==> src/rtl/uart_buf_pkg.sv <==
// Shared constants and state types for the UART receive buffer and its
// XON/XOFF flow-control FSM.
package uart_buf_pkg;

    localparam logic [7:0] XON_CHAR  = 8'h11;
    localparam logic [7:0] XOFF_CHAR = 8'h13;

    // Bit positions inside the 3-bit error field stored with each character
    localparam int ERR_OVR = 2;
    localparam int ERR_FRM = 1;
    localparam int ERR_PAR = 0;

    typedef enum logic {
        CAP_IDLE,
        CAP_ACK
    } cap_state_e;

    typedef enum logic [1:0] {
        FC_ON,
        FC_SEND_XOFF,
        FC_OFF,
        FC_SEND_XON
    } fc_state_e;

endpackage

==> src/rtl/uart_rx_buffer_fc.sv <==
// XON/XOFF flow-control FSM: requests XOFF when the receive FIFO fills and
// XON once it has drained, one byte request at a time.
//
//   state        | meaning
//   FC_ON        | peer may send; watching for count >= XOFF level
//   FC_SEND_XOFF | XOFF byte requested, waiting for the TX mux ack
//   FC_OFF       | XOFF sent; watching for count <= XON level
//   FC_SEND_XON  | XON byte requested, waiting for the TX mux ack
module uart_rx_buffer_fc
    import uart_buf_pkg::*;
#(
    parameter int DEPTH_LOG2 = 4,
    parameter int XOFF_LEVEL = 12,
    parameter int XON_LEVEL  = 4
) (
    input  logic                  clk,
    input  logic                  rst_n,
    input  logic [DEPTH_LOG2:0]   count,
    input  logic                  fc_ack,
    output logic                  fc_req,
    output logic [7:0]            fc_byte,
    output logic                  fc_paused
);

    localparam logic [DEPTH_LOG2:0] XOFF_CNT = XOFF_LEVEL[DEPTH_LOG2:0];
    localparam logic [DEPTH_LOG2:0] XON_CNT  = XON_LEVEL[DEPTH_LOG2:0];

    fc_state_e state_q;
    logic      req_q;
    logic      paused_q;

    always_ff @(posedge clk or negedge rst_n) begin
        if (!rst_n) begin
            state_q  <= FC_ON;
            req_q    <= 1'b0;
            paused_q <= 1'b0;
        end else begin
            case (state_q)
                FC_ON: begin
                    if (count >= XOFF_CNT) begin
                        state_q <= FC_SEND_XOFF;
                        req_q   <= 1'b1;
                    end
                end
                FC_SEND_XOFF: begin
                    if (fc_ack) begin
                        state_q  <= FC_OFF;
                        req_q    <= 1'b0;
                        paused_q <= 1'b1;
                    end
                end
                FC_OFF: begin
                    if (count <= XON_CNT) begin
                        state_q <= FC_SEND_XON;
                        req_q   <= 1'b1;
                    end
                end
                FC_SEND_XON: begin
                    if (fc_ack) begin
                        state_q  <= FC_ON;
                        req_q    <= 1'b0;
                        paused_q <= 1'b0;
                    end
                end
                default: begin
                    state_q  <= FC_ON;
                    req_q    <= 1'b0;
                    paused_q <= 1'b0;
                end
            endcase
        end
    end

    always_comb begin
        fc_byte = 8'h00;
        case (state_q)
            FC_SEND_XOFF: fc_byte = XOFF_CHAR;
            FC_SEND_XON:  fc_byte = XON_CHAR;
            default:      fc_byte = 8'h00;
        endcase
    end

    assign fc_req    = req_q;
    assign fc_paused = paused_q;

endmodule

==> src/rtl/uart_rx_buffer.sv <==
// UART receive buffer: captures characters and error flags into a show-ahead
// FIFO. XON/XOFF generation is built only with UART_RX_BUFFER_XONXOFF_EN.
module uart_rx_buffer
    import uart_buf_pkg::*;
#(
    parameter int DEPTH_LOG2 = 4,
    parameter int XOFF_LEVEL = 12,
    parameter int XON_LEVEL  = 4
) (
    input  logic                  clk,
    input  logic                  rst_n,
    input  logic                  uart_rx_ready,
    input  logic [7:0]            uart_rx_data,
    input  logic                  uart_overrun,
    input  logic                  uart_framing,
    input  logic                  uart_parity,
    output logic                  uart_rx_read,
    output logic                  out_valid,
    output logic [7:0]            out_data,
    output logic [2:0]            out_err,
    input  logic                  out_ready,
    output logic [DEPTH_LOG2:0]   count,
    output logic                  overflow,
    output logic [7:0]            frame_err_cnt,
    input  logic                  clr_status,
    output logic                  fc_req,
    output logic [7:0]            fc_byte,
    input  logic                  fc_ack,
    output logic                  fc_paused
);

    localparam int                  DEPTH    = 1 << DEPTH_LOG2;
    localparam logic [DEPTH_LOG2:0] FULL_CNT = DEPTH[DEPTH_LOG2:0];

    cap_state_e              cap_state_q;
    logic                    rx_read_q;
    logic [DEPTH_LOG2-1:0]   wr_ptr_q, rd_ptr_q;
    logic [DEPTH_LOG2:0]     count_q, count_d;
    logic                    out_valid_q;
    logic                    overflow_q;
    logic [7:0]              frm_cnt_q;
    logic [10:0]             mem_q [DEPTH];
    logic [2:0]              err_in;
    logic                    cap_idle, full, do_pop, do_push, do_drop, do_frm;

    assign cap_idle = (cap_state_q == CAP_IDLE);
    assign full     = (count_q == FULL_CNT);
    assign do_pop   = out_valid_q && out_ready;
    // A pop in the same cycle frees the slot, so a full FIFO still accepts.
    assign do_push  = cap_idle && uart_rx_ready && (!full || do_pop);
    assign do_drop  = cap_idle && uart_rx_ready && full && !do_pop;
    assign do_frm   = cap_idle && !uart_rx_ready && uart_framing;

    always_comb begin
        err_in          = 3'b000;
        err_in[ERR_OVR] = uart_overrun;
        err_in[ERR_FRM] = uart_framing;
        err_in[ERR_PAR] = uart_parity;
    end

    always_comb begin
        count_d = count_q;
        if (do_push && !do_pop) begin
            count_d = count_q + 1'b1;
        end else if (!do_push && do_pop) begin
            count_d = count_q - 1'b1;
        end
    end

    // ACK is a dead cycle while the UART drops its ready/error flags.
    always_ff @(posedge clk or negedge rst_n) begin
        if (!rst_n) begin
            cap_state_q <= CAP_IDLE;
            rx_read_q   <= 1'b0;
        end else begin
            case (cap_state_q)
                CAP_IDLE: begin
                    if (uart_rx_ready || uart_framing) begin
                        cap_state_q <= CAP_ACK;
                        rx_read_q   <= 1'b1;
                    end
                end
                default: begin
                    cap_state_q <= CAP_IDLE;
                    rx_read_q   <= 1'b0;
                end
            endcase
        end
    end

    always_ff @(posedge clk or negedge rst_n) begin
        if (!rst_n) begin
            wr_ptr_q    <= '0;
            rd_ptr_q    <= '0;
            count_q     <= '0;
            out_valid_q <= 1'b0;
            overflow_q  <= 1'b0;
            frm_cnt_q   <= 8'h00;
        end else begin
            if (do_push) wr_ptr_q <= wr_ptr_q + 1'b1;
            if (do_pop)  rd_ptr_q <= rd_ptr_q + 1'b1;
            count_q     <= count_d;
            out_valid_q <= (count_d != '0);

            if (do_drop) begin
                overflow_q <= 1'b1;
            end else if (clr_status) begin
                overflow_q <= 1'b0;
            end

            // A framing event coinciding with a clear leaves a count of one.
            if (do_frm) begin
                if (clr_status) begin
                    frm_cnt_q <= 8'h01;
                end else if (frm_cnt_q != 8'hFF) begin
                    frm_cnt_q <= frm_cnt_q + 1'b1;
                end
            end else if (clr_status) begin
                frm_cnt_q <= 8'h00;
            end
        end
    end

    always_ff @(posedge clk) begin
        if (do_push) mem_q[wr_ptr_q] <= {err_in, uart_rx_data};
    end

    assign out_data      = mem_q[rd_ptr_q][7:0];
    assign out_err       = mem_q[rd_ptr_q][10:8];
    assign uart_rx_read  = rx_read_q;
    assign out_valid     = out_valid_q;
    assign count         = count_q;
    assign overflow      = overflow_q;
    assign frame_err_cnt = frm_cnt_q;

`ifdef UART_RX_BUFFER_XONXOFF_EN
    uart_rx_buffer_fc #(
        .DEPTH_LOG2 (DEPTH_LOG2),
        .XOFF_LEVEL (XOFF_LEVEL),
        .XON_LEVEL  (XON_LEVEL)
    ) u_fc (
        .clk       (clk),
        .rst_n     (rst_n),
        .count     (count_q),
        .fc_ack    (fc_ack),
        .fc_req    (fc_req),
        .fc_byte   (fc_byte),
        .fc_paused (fc_paused)
    );
`else
    logic unused_fc;
    assign unused_fc = ^{fc_ack, XOFF_LEVEL[0], XON_LEVEL[0]};
    assign fc_req    = 1'b0;
    assign fc_byte   = 8'h00;
    assign fc_paused = 1'b0;
`endif

endmodule

==> config.mk <==
export PLATFORM = sky130hd
export DESIGN_NAME = uart_rx_buffer
export DESIGN_NICKNAME = d
export VERILOG_FILES = /design/src/rtl/uart_buf_pkg.sv /design/src/rtl/uart_rx_buffer_fc.sv /design/src/rtl/uart_rx_buffer.sv
export SDC_FILE = /design/constraint.sdc
export NUM_CORES = 1
export LEC_CHECK = 0
export ABC_AREA = 1
export BUFFER_PORTS_ARGS = -buffer_cell sky130_fd_sc_hd__buf_2
export CORE_AREA = 2 2 165 167
export CTS_CLUSTER_DIAMETER = 150
export DETAILED_ROUTE_END_ITERATION = 8
export DIE_AREA = 0 0 167 169
export GPL_TIMING_DRIVEN = 0
export PLACE_DENSITY_LB_ADDON = 0.12
export SLEW_MARGIN = 10
export SYNTH_ARGS = -nofsm -noshare
export SYNTH_HDL_FRONTEND = slang
export SYNTH_SLANG_ARGS = --single-unit
==> constraint.sdc <==
create_clock -name clk -period 1.8 [get_ports clk]
set_input_delay 0.36 -clock clk [delete_from_list [all_inputs] [get_ports clk]]
set_output_delay 0.36 -clock clk [all_outputs]
set_load 0.005 [all_outputs]
==> results.py, run 1 <==
metrics = {
    "clocking": {
        "clock_latency_ns": 0.53,
        "path_clk_slew_ns": 0.06,
        "cts.path.max_buffers": 3,
        "cts_htree_levels": 1,
        "cts_tree": "done",
        "cts_sinks": 201,
        "root_buffer": "clkbuf_16",
        "cts_made_buffers": 23,
    },
    "worst_setup_path": {
        "arrival_ns": 2.13,
        "crit_type": "register to output pin",
        "crit_path_start": "rd_ptr_q[0]",
        "worstPathRequired_ns": 1.44,
        "endpoint_kind": "output pin",
        "path_max_fanout": 10,
        "r2r_start": "count[1]",
        "start_kind": "register",
    },
    "sta": {
        "grt_setup_unrepaired": "yes",
        "timing.final.crit_share_pct": 138.3,
        "hold_violations": 0,
        "fin_skew_ns": 0.03115,
        "fmax_mhz": 401.8,
        "finalSetupViolCount": 11,
        "tightestPinTransition_ns": 0.6381,
        "drv_slew": 0,
        "timing.final.ws_setup_ns": -0.6889,
        "period_needed_ns": 2.489,
        "maxSlewHeadroom_pct": 57.46,
    },
    "hold_path": {
        "hold_class": "input pin to register",
        "worstHoldStart": "clr_status",
    },
    "route": {
        "via_per_inst": 4.985,
        "wire_per_inst_um": 20.88,
        "first_iter_violations": 421,
        "met3_length_um": 1443,
        "met1_length_um": 10830,
        "routed_wl_um": 24970,
        "detail_route.first_pass.iterations": 5,
        "route.met2.wl_um": 12180,
        "vias": 5962,
        "highest_layer": "met4",
        "drtAntennaViolNets": 0,
        "drcViolationCount": 0,
    },
    "synthesis": {
        "netlist_instances": 716,
        "yosysWarnings": 0,
        "yosysSeqAreaShare_pct": 69.01,
        "post_synth.cell_area_avg_um2": 11.96,
        "syn_area_um2": 8564,
        "ys_ff_latch": 201,
        "synth_cell_type_count": 34,
    },
    "placement": {
        "numPlacedInstances": 1108,
        "portBuffers": 42,
        "place_congestion": 0.8515,
        "post-place-ws_ns": -0.6860,
        "place_hpwl_um": 16020,
    },
    "pwr": {
        "ir_drop_mv": 0.8618,
        "p_total_mw": 17.28,
        "p_leak_nw": 3.938,
        "p_per_area_nw_per_um2": 1580,
    },
    "final_layout": {
        "stdcell_count": 1196,
        "drive_gt1_share_pct": 25.96,
        "diodes": 0,
        "nets": 863,
        "area_delta_synth_final_pct": 27.67,
    },
    "floorplan": {
        "ios": 54,
        "fp.dieH_um": 169,
        "row_count": 60,
        "die_area_um2": 28220,
        "core_region_area_um2": 26500,
        "start_util_pct": 32.32,
        "die_w_um": 167,
    },
    "grt": {
        "grtUsageTotal_pct": 17.51,
        "grt_max_degree": 26,
        "grt_antenna_before_repair": 0,
        "grt_overflow": 0,
        "grt_pass1_vias": 5964,
        "grt_pass1_wl_um": 36870,
    },
    "status": {
        "failed_checks": "setup timing",
        "status": "finished, violations left",
    },
    "run": {
        "max-cap-violations": 0,
    },
}
[routing by layer]
layer	vias up	global-route usage (%)
met5	-	0
li1	2775	-
met2	177	30.27
met4	0	4.498
met3	37	2.923
met1	2973	22.96
[layout make-up]
type | instances | area [um2]
Fill cell | 2495 | 15570
Sequential cell | 201 | 5911
Multi-Input combinational cell | 449 | 2532
Timing Repair Buffer | 88 | 785.8
Clock buffer | 30 | 611.8
Tap cell | 341 | 426.7
Buffer | 45 | 396.6
Inverter | 30 | 137.6
Clock inverter | 12 | 132.6
[sequential cells by signal (all words and copies together) (netlist names)]
name / count
cap_state_q: 1
count: 5
frame_err_cnt: 8
mem_q: 176
out_valid: 1
overflow: 1
rd_ptr_q: 4
uart_rx_read: 1
wr_ptr_q: 4
[power breakdown]
part	internal (mW)	leakage (nW)	switching [mW]
clock network	2.82	0.364	1.83
logic	2.58	1.67	4.35
registers	5.46	1.90	0.241
total	10.9	3.94	6.42
[layout by cell type (no fill, tap or decap), drive strengths merged]
master / count
clkbuf: 41
nand3: 37
nor3: 3
bufinv: 3
nand4: 6
o21ai: 102
o211ai: 45
nand2: 64
ha: 8
inv: 29
clkinv: 10
a21oi: 1
buf: 121
o31ai: 1
dlygate4sd3: 1
conb: 10
nor2: 160
xor2: 11
a21o: 1
edfxtp: 176
dfrtp: 25
[Yosys cell counts (all sizes together)]
master  number  area, um2
edfxtp     176       5285
nor2       160      625.6
o21ai      102      514.3
nand2       64      272.8
o211ai      45      337.8
nand3       37      210.2
buf         35      244.0
inv         29      113.9
dfrtp       25      625.6
xor2        11      96.34
clkbuf      10      41.29
ha           8      100.1
nand4        6      43.79
nor3         3      26.28
a21o         1      7.510
a21oi        1      5.000
clkinv       1      3.750
conb         1      3.750
o31ai        1      7.510
[worst max-delay path, cell delays in order (launching register included)]
cell	delay, ns
dfrtp_1	0.39
buf_6	0.16
buf_6	0.16
buf_8	0.16
nor2_1	0.06
o211ai_1	0.25
nand3_2	0.17
nand2_1	0.16
buf_2	0.13
[stage by stage]
| stage | area, um2 | hold slack [ns] | TNS, ns | utilization, % |
|---|---|---|---|---|
| floorplan | 8643 | 0.06441 | -15.17 | - |
| finish | 10930 | 0.1864 | -7.111 | 41.26 |
| detailed placement | 9280 | 0.4225 | -109.01 | 35.02 |
| global route | 10930 | 0.1987 | -8.203 | 41.26 |
| CTS | 10820 | 0.1762 | -7.146 | 40.83 |
| global placement | 9280 | 0.4172 | -100.65 | 35.02 |
[cell families (layout without fill, tap and decap cells)]
group	after synthesis	after routing	share of synthesized area (%)
buffers and inverters	75	205	4.704
AND/OR/NAND/NOR	270	270	13.76
XOR/XNOR	11	11	1.125
adder cells (fa/ha/maj)	8	8	1.169
other	1	10	0.04379
AO/OA/AOI/OAI	150	150	10.18
flip-flops	201	201	69.01
[worst paths after layout]
kind	slack, ns	cells past startpoint	end
max reg2reg	0.06	8	mem_q[11][0]
max	-0.69	8	out_data[4]
min in group asynchronous	0.41	2	rd_ptr_q[3]
min	0.19	3	frame_err_cnt[0]
max in group asynchronous	0.96	2	rd_ptr_q[0]
min reg2reg	0.49	1	uart_rx_read
[timing repair]
item                       4_1_cts  5_1_grt
setup endpoints to repair      187      187
setup buffers                   39        4
hold endpoints to repair        25        0
hold buffers                     1        0
gates resized for setup         81       22
pin swaps                       27       14
gates cloned                     0        2
(Power assumes the default switching activity.)
==> run 2, diff against run 1 <==
Settings changed: ABC_AREA 1 to 0, CORE_AREA 2 2 165 167 to 2 2 225 116, DIE_AREA 0 0 167 169 to 0 0 227 118.
==> run 2 against run 1 <==
  * The flow still finishes with violations (setup timing)
  * Sequential share of layout area increased by 1.5 points
  * Core utilization increased by 1.6 points
  * Non-clock buffer count decreased by 15
  * Setup slack got worse by 0.33 ns
  * Count of clock-buffer cells in the layout decreased by 5
  * Largest power group is now sequential cells
  * Synthesized area decreased by 5.8%
==> results.py, run 2 <==
metrics = {
    "grt": {
        "grt_pass1_wl_um": 29480,
        "grt_pass1_vias": 4305,
        "grtUsageTotal_pct": 15.44,
        "busiest_layer": "met1",
        "grt_antenna_before_repair": 0,
        "met1_usage_pct": 24.55,
        "met2_usage_pct": 21.66,
        "grt_use_met3_pct": 3.170,
        "grt_max_degree": 26,
        "grt_overflow": 0,
    },
    "worst_setup_path": {
        "path_max_fanout": 9,
        "crit_type": "register to output pin",
        "endpoint_kind": "output pin",
        "arrival_ns": 2.46,
        "worstPathRequired_ns": 1.44,
        "start_kind": "register",
    },
    "floorplan": {
        "start_util_pct": 32.49,
        "row_count": 41,
        "die_area_um2": 26790,
        "core_region_area_um2": 24830,
        "ios": 54,
        "die_w_um": 227,
        "fp.dieH_um": 118,
    },
    "sta": {
        "timing.final.crit_share_pct": 156.7,
        "hold_violations": 0,
        "fin_skew_ns": 0.009865,
        "period_needed_ns": 2.820,
        "hold_slack_ns": 0.1890,
        "grt_setup_unrepaired": "yes",
        "maxSlewHeadroom_pct": 37.90,
        "finalSetupViolCount": 188,
        "drv_slew": 0,
        "fmax_mhz": 354.6,
        "timing.final.ws_setup_ns": -1.020,
        "tightestPinTransition_ns": 0.9315,
    },
    "synthesis": {
        "synth_edf_count": 176,
        "ys_ff_latch": 201,
        "yosysWarnings": 0,
        "post_synth.cell_area_avg_um2": 19.97,
        "netlist_top_cells_area": "edfxtp_1 66%, mux4_2 15%, dfrtp_1 7.8%",
        "synth_top_cells_by_count": "176 x edfxtp_1, 55 x mux4_2, 25 x dfrtp_1, 25 x nor2_1, 15 x buf_4",
        "yosysSeqAreaShare_pct": 73.27,
        "synth_ff_type": "edfxtp_1",
        "syn_area_um2": 8066,
        "yosysTopAreaCell": "edfxtp_1",
        "synth_cell_type_count": 43,
        "synthArstFlopShare_pct": 12.44,
        "synth_largest_type_area_fraction_pct": 65.52,
        "synth_most_common_cell": "edfxtp_1",
        "netlist_instances": 404,
    },
    "route": {
        "routed_wl_um": 21050,
        "detail_route.first_pass.iterations": 4,
        "wire_per_inst_um": 23.81,
        "drcViolationCount": 0,
        "vias": 4310,
        "drtAntennaViolNets": 0,
        "first_iter_violations": 383,
        "via_per_inst": 4.876,
    },
    "clocking": {
        "path_clk_slew_ns": 0.06,
        "cts_tree": "done",
        "clock_latency_ns": 0.50,
        "cts_made_buffers": 21,
        "root_buffer": "clkbuf_16",
        "cts.path.max_buffers": 3,
        "cts_htree_levels": 1,
        "cts_sinks": 201,
    },
    "hold_path": {
        "hold_class": "input pin to register",
    },
    "pwr": {
        "ir_drop_mv": 0.7188,
        "p_per_area_nw_per_um2": 1452,
        "p_total_mw": 15.46,
        "p_leak_nw": 3.645,
    },
    "final_layout": {
        "area_delta_synth_final_pct": 32.02,
        "top_register": "mem_q",
        "nets": 553,
        "diodes": 0,
        "layout_common_cells": "176 x edfxtp_1, 55 x mux4_2, 40 x buf_2, 28 x buf_12, 26 x clkbuf_16",
        "final_common_cell": "edfxtp_1",
        "drive_gt1_share_pct": 43.33,
        "largest_reg_flops": 176,
    },
    "status": {
        "status": "finished, violations left",
        "failed_checks": "setup timing",
    },
    "placement": {
        "portBuffers": 41,
        "place_hpwl_um": 12140,
        "post-place-ws_ns": -0.9587,
        "place_congestion": 0.7188,
    },
    "run": {
        "max-cap-violations": 0,
    },
}
## run 2: cell count changes in the layout (fill, tap and decap cells not counted), sizes merged, moves of 14 or more
| cell | previous run | this run |
|---|---|---|
| o211ai | 45 | 0 |
| o21ai | 102 | 6 |
| nand3 | 37 | 8 |
| nor2 | 160 | 25 |
| buf | 121 | 107 |
| nand2 | 64 | 12 |
| mux4 | 0 | 55 |
| inv | 29 | 9 |
## run 2: cell families (layout without fill, tap and decap cells)
family	Yosys count	in the layout	synth area share, %
other	1	10	0.04649
xor gates and xnor gates	14	14	1.520
buffers and inverters	34	161	2.296
and+or+nand+nor	71	71	4.622
adders and majority gates	8	8	1.241
DFF	201	201	73.27
muxes	56	56	15.48
AOI/OAI and AO/OA	19	19	1.520
## run 2: stage by stage
step / util (%) / instances / TNS (ns) / instance area (um2)
finish: 42.89 / 884 / -40.79 / 10650
global route: 42.89 / 884 / -49.72 / 10650
CTS: 41.85 / 873 / -29.83 / 10390
detailed placement: 35.86 / 798 / -147.53 / 8905
global placement: 35.86 / 798 / -148.58 / 8905
floorplan: - / 413 / -46.95 / 8269
## run 2: critical path, cell delays in order, from the launching register on
cell	delay [ns]
dfrtp_1	0.39
buf_12	0.19
buf_12	0.15
mux4_2	0.54
mux4_2	0.52
buf_2	0.15
## run 2: path summary, 6_finish.rpt
| kind | slack (ns) | depth (start not counted) | endpoint | startpoint |
|---|---|---|---|---|
| max in group asynchronous | 0.97 | 2 | count[1] | rst_n |
| min | 0.19 | 3 | cap_state_q | uart_rx_ready |
| max | -1.02 | 5 | out_data[3] | rd_ptr_q[0] |
| min in group asynchronous | 0.40 | 2 | rd_ptr_q[3] | rst_n |
| min reg2reg | 0.51 | 1 | uart_rx_read | cap_state_q |
| max reg2reg | -0.29 | 10 | mem_q[3][1] | count[0] |
## run 2: area by class of cell
cell class	instances	area, um2
clock buffer	25	540.5
clock inverter	10	130.1
inverter	8	30.03
sequential	201	5914
fill	2203	14180
tap	344	430.4
multi-input combinational	178	2255
buffer	24	272.8
timing repair buffer	94	1076
## run 2: where the power goes
group	total (mW)	leakage [nW]	internal (mW)	switching [mW]
registers	5.82	1.89	5.49	0.331
clock network	4.35	0.321	2.57	1.78
logic	5.29	1.43	2.74	2.55
total	15.5	3.65	10.8	4.66
## run 2: what timing repair did
| item | CTS | global route |
|---|---|---|
| hold buffers | 1 | 0 |
| buffers inserted | 41 | 6 |
| cloned | 0 | 5 |
| setup endpoints to repair | 189 | 191 |
| gates resized for setup | 44 | 20 |
| pin swaps | 18 | 9 |
| endpoints found under the hold margin | 25 | 0 |
## run 2: per-layer routing
metal  wire length (um)  vias up
met3               1255       32
met2               8937      110
met4                333        0
met5                  0        -
li1                   -     1853
met1              10520     2315
